## src/rtl/frame_sync.sv

```systemverilog
// frame_sync: confirms that the 110101 detector's one-cycle `hit` recurs
// every FRAME_LEN cycles. After VERIFY_N consecutive on-time hits it declares
// lock. It then flywheels a frame-boundary strobe through up to MISS_N-1
// consecutive missed slots, and drops back to HUNT on the MISS_N-th miss.
//
// Ports:
//   clk       rising-edge clock
//   rst       asynchronous active-high reset
//   clr       synchronous clear (back to HUNT, statistics zeroed)
//   hit       pattern-detector strobe
//   locked    high while in LOCK (registered)
//   sync      one-cycle frame-boundary strobe (registered)
//   state     HUNT=00, VERIFY=01, LOCK=10
//   frame_cnt saturating count of sync pulses
//   miss_cnt  saturating count of missed slots while locked
module frame_sync #(
    parameter int FRAME_LEN = 16,
    parameter int VERIFY_N  = 3,
    parameter int MISS_N    = 2,
    parameter int CNT_W     = 8
) (
    input  logic             clk,
    input  logic             rst,
    input  logic             clr,
    input  logic             hit,
    output logic             locked,
    output logic             sync,
    output logic [1:0]       state,
    output logic [CNT_W-1:0] frame_cnt,
    output logic [CNT_W-1:0] miss_cnt
);

    localparam int POS_W  = (FRAME_LEN > 2) ? $clog2(FRAME_LEN) : 1;
    localparam int GOOD_W = $clog2(VERIFY_N + 1);
    localparam int MISS_W = (MISS_N > 1) ? $clog2(MISS_N + 1) : 1;

    localparam logic [1:0] HUNT   = 2'b00;
    localparam logic [1:0] VERIFY = 2'b01;
    localparam logic [1:0] LOCK   = 2'b10;

    // Compare against "last value before the target" so that no
    // width-extended increment is needed in the comparison.
    localparam logic [POS_W-1:0]  POS_LAST  = POS_W'(FRAME_LEN - 1);
    localparam logic [GOOD_W-1:0] GOOD_LAST = GOOD_W'(VERIFY_N - 1);
    localparam logic [MISS_W-1:0] MISS_LAST = MISS_W'(MISS_N - 1);
    localparam logic [CNT_W-1:0]  CNT_MAX   = '1;

    logic [POS_W-1:0]  pos;
    logic [GOOD_W-1:0] good;
    logic [MISS_W-1:0] miss;
    logic              slot;

    // The expected slot is FRAME_LEN cycles after the reference hit.
    assign slot = (pos == POS_LAST);

    always_ff @(posedge clk or posedge rst) begin
        if (rst) begin
            state     <= HUNT;
            locked    <= 1'b0;
            sync      <= 1'b0;
            frame_cnt <= '0;
            miss_cnt  <= '0;
            pos       <= '0;
            good      <= '0;
            miss      <= '0;
        end else if (clr) begin
            // A hit in the same cycle as clr is discarded.
            state     <= HUNT;
            locked    <= 1'b0;
            sync      <= 1'b0;
            frame_cnt <= '0;
            miss_cnt  <= '0;
            pos       <= '0;
            good      <= '0;
            miss      <= '0;
        end else begin
            sync <= 1'b0;
            pos  <= slot ? '0 : pos + POS_W'(1);

            case (state)
                HUNT: begin
                    if (hit) begin
                        state <= VERIFY;
                        good  <= GOOD_W'(1);
                        pos   <= '0;
                    end
                end

                VERIFY: begin
                    if (slot) begin
                        if (hit) begin
                            if (good == GOOD_LAST) begin
                                state  <= LOCK;
                                locked <= 1'b1;
                                sync   <= 1'b1;
                                miss   <= '0;
                                if (frame_cnt != CNT_MAX)
                                    frame_cnt <= frame_cnt + CNT_W'(1);
                            end else begin
                                good <= good + GOOD_W'(1);
                            end
                        end else begin
                            state <= HUNT;
                            good  <= '0;
                        end
                    end else if (hit) begin
                        // An off-slot hit becomes the new reference.
                        good <= GOOD_W'(1);
                        pos  <= '0;
                    end
                end

                LOCK: begin
                    // Off-slot hits are ignored, so the phase keeps running.
                    if (slot) begin
                        if (miss_cnt != CNT_MAX)
                            miss_cnt <= miss_cnt + (hit ? CNT_W'(0) : CNT_W'(1));
                        if (hit || miss != MISS_LAST) begin
                            // On-time hit, or a miss that the flywheel covers.
                            miss <= hit ? '0 : miss + MISS_W'(1);
                            sync <= 1'b1;
                            if (frame_cnt != CNT_MAX)
                                frame_cnt <= frame_cnt + CNT_W'(1);
                        end else begin
                            state  <= HUNT;
                            locked <= 1'b0;
                            miss   <= '0;
                            good   <= '0;
                        end
                    end
                end

                default: begin
                    state  <= HUNT;
                    locked <= 1'b0;
                end
            endcase
        end
    end

endmodule

```

## config.mk

```make
export PLATFORM = sky130hd
export DESIGN_NAME = frame_sync
export DESIGN_NICKNAME = d
export VERILOG_FILES = /design/src/rtl/frame_sync.sv
export SDC_FILE = /design/constraint.sdc
export NUM_CORES = 1
export LEC_CHECK = 0
export ABC_AREA = 1
export CELL_PAD_IN_SITES_DETAIL_PLACEMENT = 1
export CELL_PAD_IN_SITES_GLOBAL_PLACEMENT = 2
export CORE_ASPECT_RATIO = 0.9
export CORE_UTILIZATION = 33
export DETAILED_ROUTE_END_ITERATION = 7
export GPL_TIMING_DRIVEN = 0
export PLACE_DENSITY_LB_ADDON = 0.1
export SETUP_SLACK_MARGIN = 0.5
export SLEW_MARGIN = 20
export SYNTH_ARGS = -nofsm -noshare
export SYNTH_HDL_FRONTEND = slang
export SYNTH_SLANG_ARGS = --single-unit
```

## constraint.sdc

```tcl
create_clock -name clk -period 2.63 [get_ports clk]
set_input_delay 0.526 -clock clk [delete_from_list [all_inputs] [get_ports clk]]
set_output_delay 0.526 -clock clk [all_outputs]
set_load 0.01 [all_outputs]
```

---- Word level (Yosys, flattened, before mapping) ----
Index checks and enable logic that the tools add are counted.
word-level totals
  register bits ........................... 28
  bits of input ports ..................... 4
  output and inout bits ................... 20
  word-level logic and storage cells ...... 97
cells by class
  add/sub/neg operators ................... 5
  equality and inequality tests ........... 17
  muxes and demuxes ....................... 54
  reduce and logical (&&, ||, !) cells .... 13
operator list
  cell                   number
  $mux W8                11
  $mux W2                19
  $ne A3 B3 Y1 const B   7
  $mux W4                4
  $ne A8 B8 Y1 const B   2
  $pmux W8 S2            1
  $mux W1                13
  $pmux W2 S3            2
  $reduce_and A6 Y1      2
  $reduce_and A5 Y1      2
  $add A8 B1 Y8          1
  $add A8 B1 Y8 const B  1
  $pmux W4 S2            1
  $reduce_bool A2 Y1     3
  $ne A5 B5 Y1 const B   1
  $add A2 B1 Y2 const B  2
  $add A4 B1 Y4 const B  1
  $eq A2 B2 Y1 const B   2
  $eq A4 B4 Y1 const B   1
  $ne A4 B4 Y1 const B   1
  $pmux W2 S2            1
  $reduce_and A4 Y1      1
  $reduce_bool A4 Y1     1
  $pmux W1 S3            1
  8 further kinds        8

---- Depth between registers and ports, before layout ----
Gate-level depths: netlist of run 1.
  depth after elaboration ................. 7
  depth in mapped cells ................... 12
  depth with buffers taken out ............ 11

---- Worst setup path before layout of run 1 ----
No wires, ideal clock.
  path kind ............................... flip-flop to flip-flop
  from .................................... reg state[1]
  to ...................................... reg frame_cnt[2]
  library setup time ...................... 117 ps
  data arrival time ....................... 1,471 ps
  required time ........................... 2,513 ps
  path slack .............................. 1,042 ps
  cell stages (with the launch flop) ...... 12
  path buffers ............................ 1
  period minus slack after synthesis ...... 1,588 ps
  cell sequence ........................... dfrtp_1 -> inv_1 -> ha_1 -> buf_2 -> inv_1 -> nor2_1 -> nand2_1 -> inv_2 -> nor2_1 -> nand3_2 -> nand2_1 -> nand2_1
between the ends
  word-level cells in the longest chain between the ends .. 3
  elaborated cells between the ends (all ways) .. 11
  those cells by class .................... eq/ne (7); mux (2); reduce/logical (2)
ends and longest elaborated chain
  element                                                        RTL line  source
  start, declared                                                28        output logic [1:0] state,
  start signal, assigned                                         58        state <= HUNT;
  start signal, assigned                                         68        state <= HUNT;
  start signal, assigned                                         83        state <= VERIFY;
  $eq A2 B2 Y1 / $eq A2 B1 Y1 (equally long branches)            80        case (state)
  $ne A3 B3 Y1 (no line), or another cell as far along           -
  $reduce_and A6 Y1 (no line) / $mux W8 (equally long branches)  -
  end signal, assigned                                           98        frame_cnt <= frame_cnt + CNT_W'(1);
  end signal, assigned                                           123       frame_cnt <= frame_cnt + CNT_W'(1);
  end, declared                                                  29        output logic [CNT_W-1:0] frame_cnt,
Several ways; a longest one is shown, not always the timed one.
A chain may end at the register's enable or synchronous reset.

---- Worst setup path after layout of run 1 ----
  from .................................... reg frame_cnt[3]
  to ...................................... out frame_cnt[3]
No word-level cell between the ends.

==> out/metrics.cfg, run 1 <==
[power_and_ir_drop]
pwr-share-comb_pct = 42.3
power_frac_seq_pct = 35.7
power.switching_uw = 627
p_sw_share_pct = 39.2
power.density_mw_per_mm2 = 696
peakVddDrop_mv = 0.309
intPower_uw = 972
total_leakage_power_nw = 1.15
power.share.clock_pct = 22.0

[placed_design]
io_buffers = 23
place_ws_ps = 323
dpl.cell_count = 362
dp_hpwl_um = 3770
gp_congestion = 0.821

[global_route]
grt_pass1_wl_um = 8360
grt_pass1_vias = 1766
grt_max_degree = 29
gr-usage-all-layers_pct = 18.2
grt_overflow_total = 0
antenna_found_initial = 0

[clock_network]
root_buffer = clkbuf_8
htree_levels = 1
cts_tree = built
cts-resized-gates = 0
cts_buffer_depth = 2
hold_buffers = 0
clk_latency_ps = 280
clk_pin_slew_ps = 110
clock-sinks = 28
numCtsBuffers = 3
postCtsSetupBuffers = 0

[finish]
final_util_pct = 42.5
area_delta_synth_final_pct = 20.3
fill_cells = 710
layoutNonFillerInstCount = 366
n_antenna_cell = 0
drive_gt1_share_pct = 9.36
fin_nets = 314

[yosys]
syn_nets = 286
yosys.area.top_type_share_pct = 36.7
ys_ff_latch = 28
yosysMostFrequentCell = nand2_1
syn_inst = 272
synth_edf_count = 0
synth.distinct_cells = 30
ys_seq_area_share_pct = 36.7
syn_area_mm2 = 0.00191
synth_ff_type = dfrtp_1
synth_async_sr_flop_share_pct = 100
yosys_warnings = 0
synth.cells.most_frequent = 98 x nand2_1, 34 x nor2_1, 29 x inv_1, 28 x dfrtp_1, 16 x nand3_1
yosysTopAreaCell = dfrtp_1
avgSynthCellArea_um2 = 7.02
synthTopCellsByArea = dfrtp_1 37%, nand2_1 19%, nor2_1 6.7%, ha_1 6.5%, inv_1 5.7%

[setup_path]
critPathCaptureType = output port
path_class = register to output port
worstPathRequired_ps = 2100
arrival_ps = 1360
cp_num_buf_inv = 1
crit_family = buffers and inverters
cp_num_cells = 1
rr_worst_depth = 11
start_kind = register
path_cells = clkdlybuf4s50_1
crit_fanout = 7
max_stage_delay_ps = 580
worst_path_max_delay_cell = clkdlybuf4s50_1

[detailed_routing]
wl_um = 4910
drcViolationCount = 0
drtAntennaViolNets = 0
drt-initial-drc-count = 31
viasPerCell = 4.81
drtPass1Iterations = 4
num_vias = 1761
wl_per_cell_um = 13.4

[floorplanning]
floorplan.initialDensity_pct = 35.3
die_h_um = 74.2
dieWidth_um = 82.2
design.core.area_mm2 = 0.00541
die-area_mm2 = 0.00610
io_pins = 24
rows = 25

[sta]
rsz0062_at_grt = no
slew_violations = 0
setup_ws_ps = 741
worst_pin_slew_ps = 625
skew_ps = 9.54
fin_crit_sh_pct = 71.8
setup_viol = 0
period_minus_slack_ps = 1890
whs_ps = 477
relSlewSlack_pct = 58.3
totalNegativeSetupSlack_ps = 0
hold_violations = 0
max_clock_freq_mhz = 529

[run]
max_cap_violations = 0

[worst_hold_path]
whs_path_depth = 1
hold_path.class = register to register

[status]
status = finished clean

per-stage QoR:
stage / instance area, µm² / power, mW
5_1_grt: 2300 / 1.75
2_1_floorplan: 1910 / 1.02
3_5_place_dp: 2220 / 1.27
3_3_place_gp: 2220 / 1.26
6_report: 2300 / 1.60
4_1_cts: 2300 / 1.64
metal layers:
metal,GRT usage [%],share of wire (%)
met1,23.2,49
met2,31.7,48
met3,3.68,2.1
met4,4.29,0.98
met5,0,0
cell type report:
class	instances	area [µm²]	share of cell area, %
well taps	67	83.8	3.65
clock buffers	3	41.3	1.80
multi-input cells	207	1050	45.8
repair buffers	23	233	10.1
plain buffers	5	36.3	1.58
inverters	32	120	5.23
flip-flops and latches	28	701	30.5
clock inverters	1	30.0	1.31
placed cells by master, fill, tap and decap left out, types with 3 or more instances in the layout:
master           count
nand2_1             98
nor2_1              34
inv_1               28
dfrtp_1             28
clkdlybuf4s50_1     22
nand3_1             16
ha_1                10
o21ai_0              7
nand4_1              5
o21ai_2              5
inv_2                4
o21bai_1             4
a21oi_1              4
xor2_1               4
nand2_2              3
clkbuf_8             3
path summary, 6_finish.rpt:
path	from	to	slack, ps
setup / recovery	frame_cnt[3]	frame_cnt[3]	740
hold / removal	pos[0]	pos[0]	480
setup reg to reg	state[1]	frame_cnt[3]	810
hold reg to reg	pos[0]	pos[0]	480
max in group asynchronous	rst	frame_cnt[5]	1580
min in group asynchronous	rst	frame_cnt[7]	630
sequential cells by signal, summed over array words and instances (netlist names):
name	count
good	2
state	2
locked	1
pos	4
miss_cnt	8
miss	2
sync	1
frame_cnt	8
logic make-up after synthesis:
| logic type | after synthesis | share of synthesized area, % |
|---|---|---|
| AOI/OAI and AO/OA | 24 | 7.99 |
| xor gates and xnor gates | 5 | 2.29 |
| adders and majority gates | 10 | 6.55 |
| buffers and inverters | 37 | 8.19 |
| DFF | 28 | 36.7 |
| and+or+nand+nor | 168 | 38.3 |
power groups by stage:
stage               logic (mW)  registers (mW)  clock network (mW)
detailed placement       0.692           0.582                   0
global placement         0.684           0.581                   0
finish                   0.676           0.571               0.351
CTS                      0.696           0.574               0.368
floorplan                0.437           0.588                   0
global route             0.780           0.585               0.382
(Power assumes the default switching activity.)
==> run 2: changes to the inputs <==
--- a/config.mk
+++ b/config.mk
@@ -9,7 +9,7 @@
 export CELL_PAD_IN_SITES_DETAIL_PLACEMENT = 1
 export CELL_PAD_IN_SITES_GLOBAL_PLACEMENT = 2
 export CORE_ASPECT_RATIO = 0.9
-export CORE_UTILIZATION = 33
+export CORE_UTILIZATION = 28
 export DETAILED_ROUTE_END_ITERATION = 7
 export GPL_TIMING_DRIVEN = 0
 export PLACE_DENSITY_LB_ADDON = 0.1
==> constraint.sdc (replaced) <==
create_clock -name clk -period 1.6 [get_ports clk]
set_input_delay 0.32 -clock clk [delete_from_list [all_inputs] [get_ports clk]]
set_output_delay 0.32 -clock clk [all_outputs]
set_load 0.01 [all_outputs]
==> out/metrics.cfg, run 2 (synthesis gave the netlist of run 1 again) <==
[sta]
fin_crit_sh_pct = 103
rsz0062_at_grt = yes
worst_pin_slew_ps = 647  ; +22.1 ps
setup_ws_ps = -40.3  ; -781 ps
setup_viol = 2  ; +2
max_clock_freq_mhz = 610
skew_ps = 2.76  ; -6.77 ps
period_minus_slack_ps = 1640
hold_violations = 0  ; unchanged
slew_violations = 0  ; unchanged
relSlewSlack_pct = 56.8  ; -1.5 points

[floorplanning]
die_h_um = 80.4  ; +8.3%
design.core.area_mm2 = 0.00659  ; +22%
dieWidth_um = 89.1  ; +8.4%
io_pins = 24  ; unchanged
rows = 28  ; +12%
floorplan.initialDensity_pct = 29.0  ; -6.3 points
die-area_mm2 = 0.00716  ; +17%

[detailed_routing]
drtAntennaViolNets = 0  ; unchanged
viasPerCell = 4.59  ; -4.7%
drtPass1Iterations = 4  ; unchanged
wl_um = 6400  ; +31%
wl_per_cell_um = 14.5  ; +8.3%
drcViolationCount = 0  ; unchanged
drt-initial-drc-count = 45  ; +45%
num_vias = 2023  ; +15%

[finish]
final_cell_mix = 76 x nand2_1, 34 x buf_4, 31 x buf_6
fin_area_mm2 = 0.00312  ; +36%
n_antenna_cell = 0  ; unchanged
register_area_um2 = 713  ; +1.8%
reg_top3 = frame_cnt: 8 flops, miss_cnt: 8 flops, pos: 4 flops
layoutNonFillerInstCount = 441  ; +20%
final_common_cell = nand2_1
area_delta_synth_final_pct = 63.5
multi_input_area_mm2 = 0.00136  ; +29%
drive_gt1_share_pct = 49.0  ; +40 points
fin_nets = 366  ; +17%
fill_cells = 818  ; +15%

[global_route]
grt.met1_usage_pct = 24.4  ; +1.3 points
use_met3_pct = 3.29  ; -0.39 points
grt_pass1_vias = 2098  ; +19%
gr-usage-met2_pct = 34.1  ; +2.4 points
gr-usage-all-layers_pct = 19.2  ; +0.97 points
grt_max_degree = 29  ; unchanged
grt_pass1_wl_um = 10300  ; +23%
grt_busiest_layer = met2
grt_overflow_total = 0  ; unchanged
antenna_found_initial = 0  ; unchanged

[worst_hold_path]
hold_path.class = primary input to async pin

[placed_design]
dpl.cell_count = 385  ; +6.4%
placed_cell_area_mm2 = 0.00237  ; +6.4%
dp_hpwl_um = 3850  ; +2.0%
io_buffers = 23  ; unchanged
gp_congestion = 0.746  ; -9.2%

[setup_path]
crit_top_cell = nand2_1
worstPathRequired_ps = 1800  ; -300 ps
crit_family = simple AND/OR/NAND/NOR gates
path_cells = inv_4 > ha_4 > inv_2 > nor2_4 > nand2_1 > nand2_2 > inv_2 > nand2_4 > buf_4 > inv_4 > nand2_1 > nand2_1
start_kind = register
cp_num_buf_inv = 5  ; +4
max_stage_delay_ps = 470  ; -110 ps
critPathCaptureType = register
arrival_ps = 1840  ; +480 ps
path_class = register to register
worst_path_max_delay_cell = dfrtp_2
crit_fanout = 3  ; -4

[power_and_ir_drop]
p_total_mw = 3.70  ; +130%
total_leakage_power_nw = 1.50  ; +31%
power.density_mw_per_mm2 = 1180  ; +70%
peakVddDrop_mv = 0.720  ; +130%

[clock_network]
root_buffer = clkbuf_8
clock-sinks = 28  ; unchanged
clk_latency_ps = 290  ; about the same
htree_levels = 1  ; unchanged
clk_pin_slew_ps = 110  ; about the same
cts_tree = built
cts_buffer_depth = 2  ; unchanged
numCtsBuffers = 3  ; unchanged

[run]
max_cap_violations = 0  ; unchanged

[status]
violations = setup timing
status = complete, but fails checks

[run 2: cell count changes in the layout (fill, tap and decap cells not counted), sizes merged]
cell | before | now
clkdlybuf4s15 | 0 | 1
clkbuf | 4 | 5
buf | 4 | 76
dlymetal6s2s | 1 | 0
clkdlybuf4s50 | 22 | 1
[run 2: layer usage]
layer  share of wire (%)  routed length (µm)
met5                   0                   0
met2                  52                3330
met3                 1.8                 115
met4                0.92                  59
met1                  45                2900
[run 2: worst paths after layout]
path | from | end | slack [ps] | depth (start not counted)
setup / recovery | state[0] | miss[0] | -40 | 12
hold / removal | rst | frame_cnt[1] | 440 | 2
setup reg to reg | state[0] | miss[0] | -40 | 12
hold reg to reg | pos[0] | pos[0] | 480 | 1
max in group asynchronous | rst | state[1] | 710 | 2
min in group clk | pos[0] | pos[0] | 480 | 1
[run 2: final cells by class]
| cell class | instances | share of cell area [%] |
|---|---|---|
| flip-flops and latches | 28 | 22.8 |
| plain buffers | 5 | 1.72 |
| inverters | 32 | 4.33 |
| well taps | 90 | 3.61 |
| clock inverters | 1 | 0.962 |
| multi-input cells | 207 | 43.5 |
| clock buffers | 3 | 1.32 |
| repair buffers | 75 | 21.8 |
[run 2: stage by stage]
step | setup slack [ps] | setup TNS, ps | hold WS, ps | utilization, %
floorplan | 153 | 0 | 385 | -
global placement | -433 | -13680 | 485 | 35.9
CTS | 12.9 | 0 | 454 | 44.0
detailed placement | -442 | -8550 | 496 | 35.9
finish | -40.3 | -55.7 | 437 | 47.4
global route | -94.4 | -1070 | 502 | 47.4
[run 2: where the power goes]
group	leakage [nW]	internal (mW)	total [mW]	switching, mW
combinational	1.10	1.07	2.16	1.10
clock	0.0357	0.336	0.597	0.261
sequential	0.367	0.828	0.935	0.107
total	1.50	2.23	3.70	1.46
[run 2: repair_timing]
item,in CTS,in global routing
resized for setup,138,45
endpoints found under the setup margin,48,48
pin swaps,17,21
hold buffers,0,0
gates cloned,1,0
setup buffers,39,12
endpoints found under the hold margin,0,0
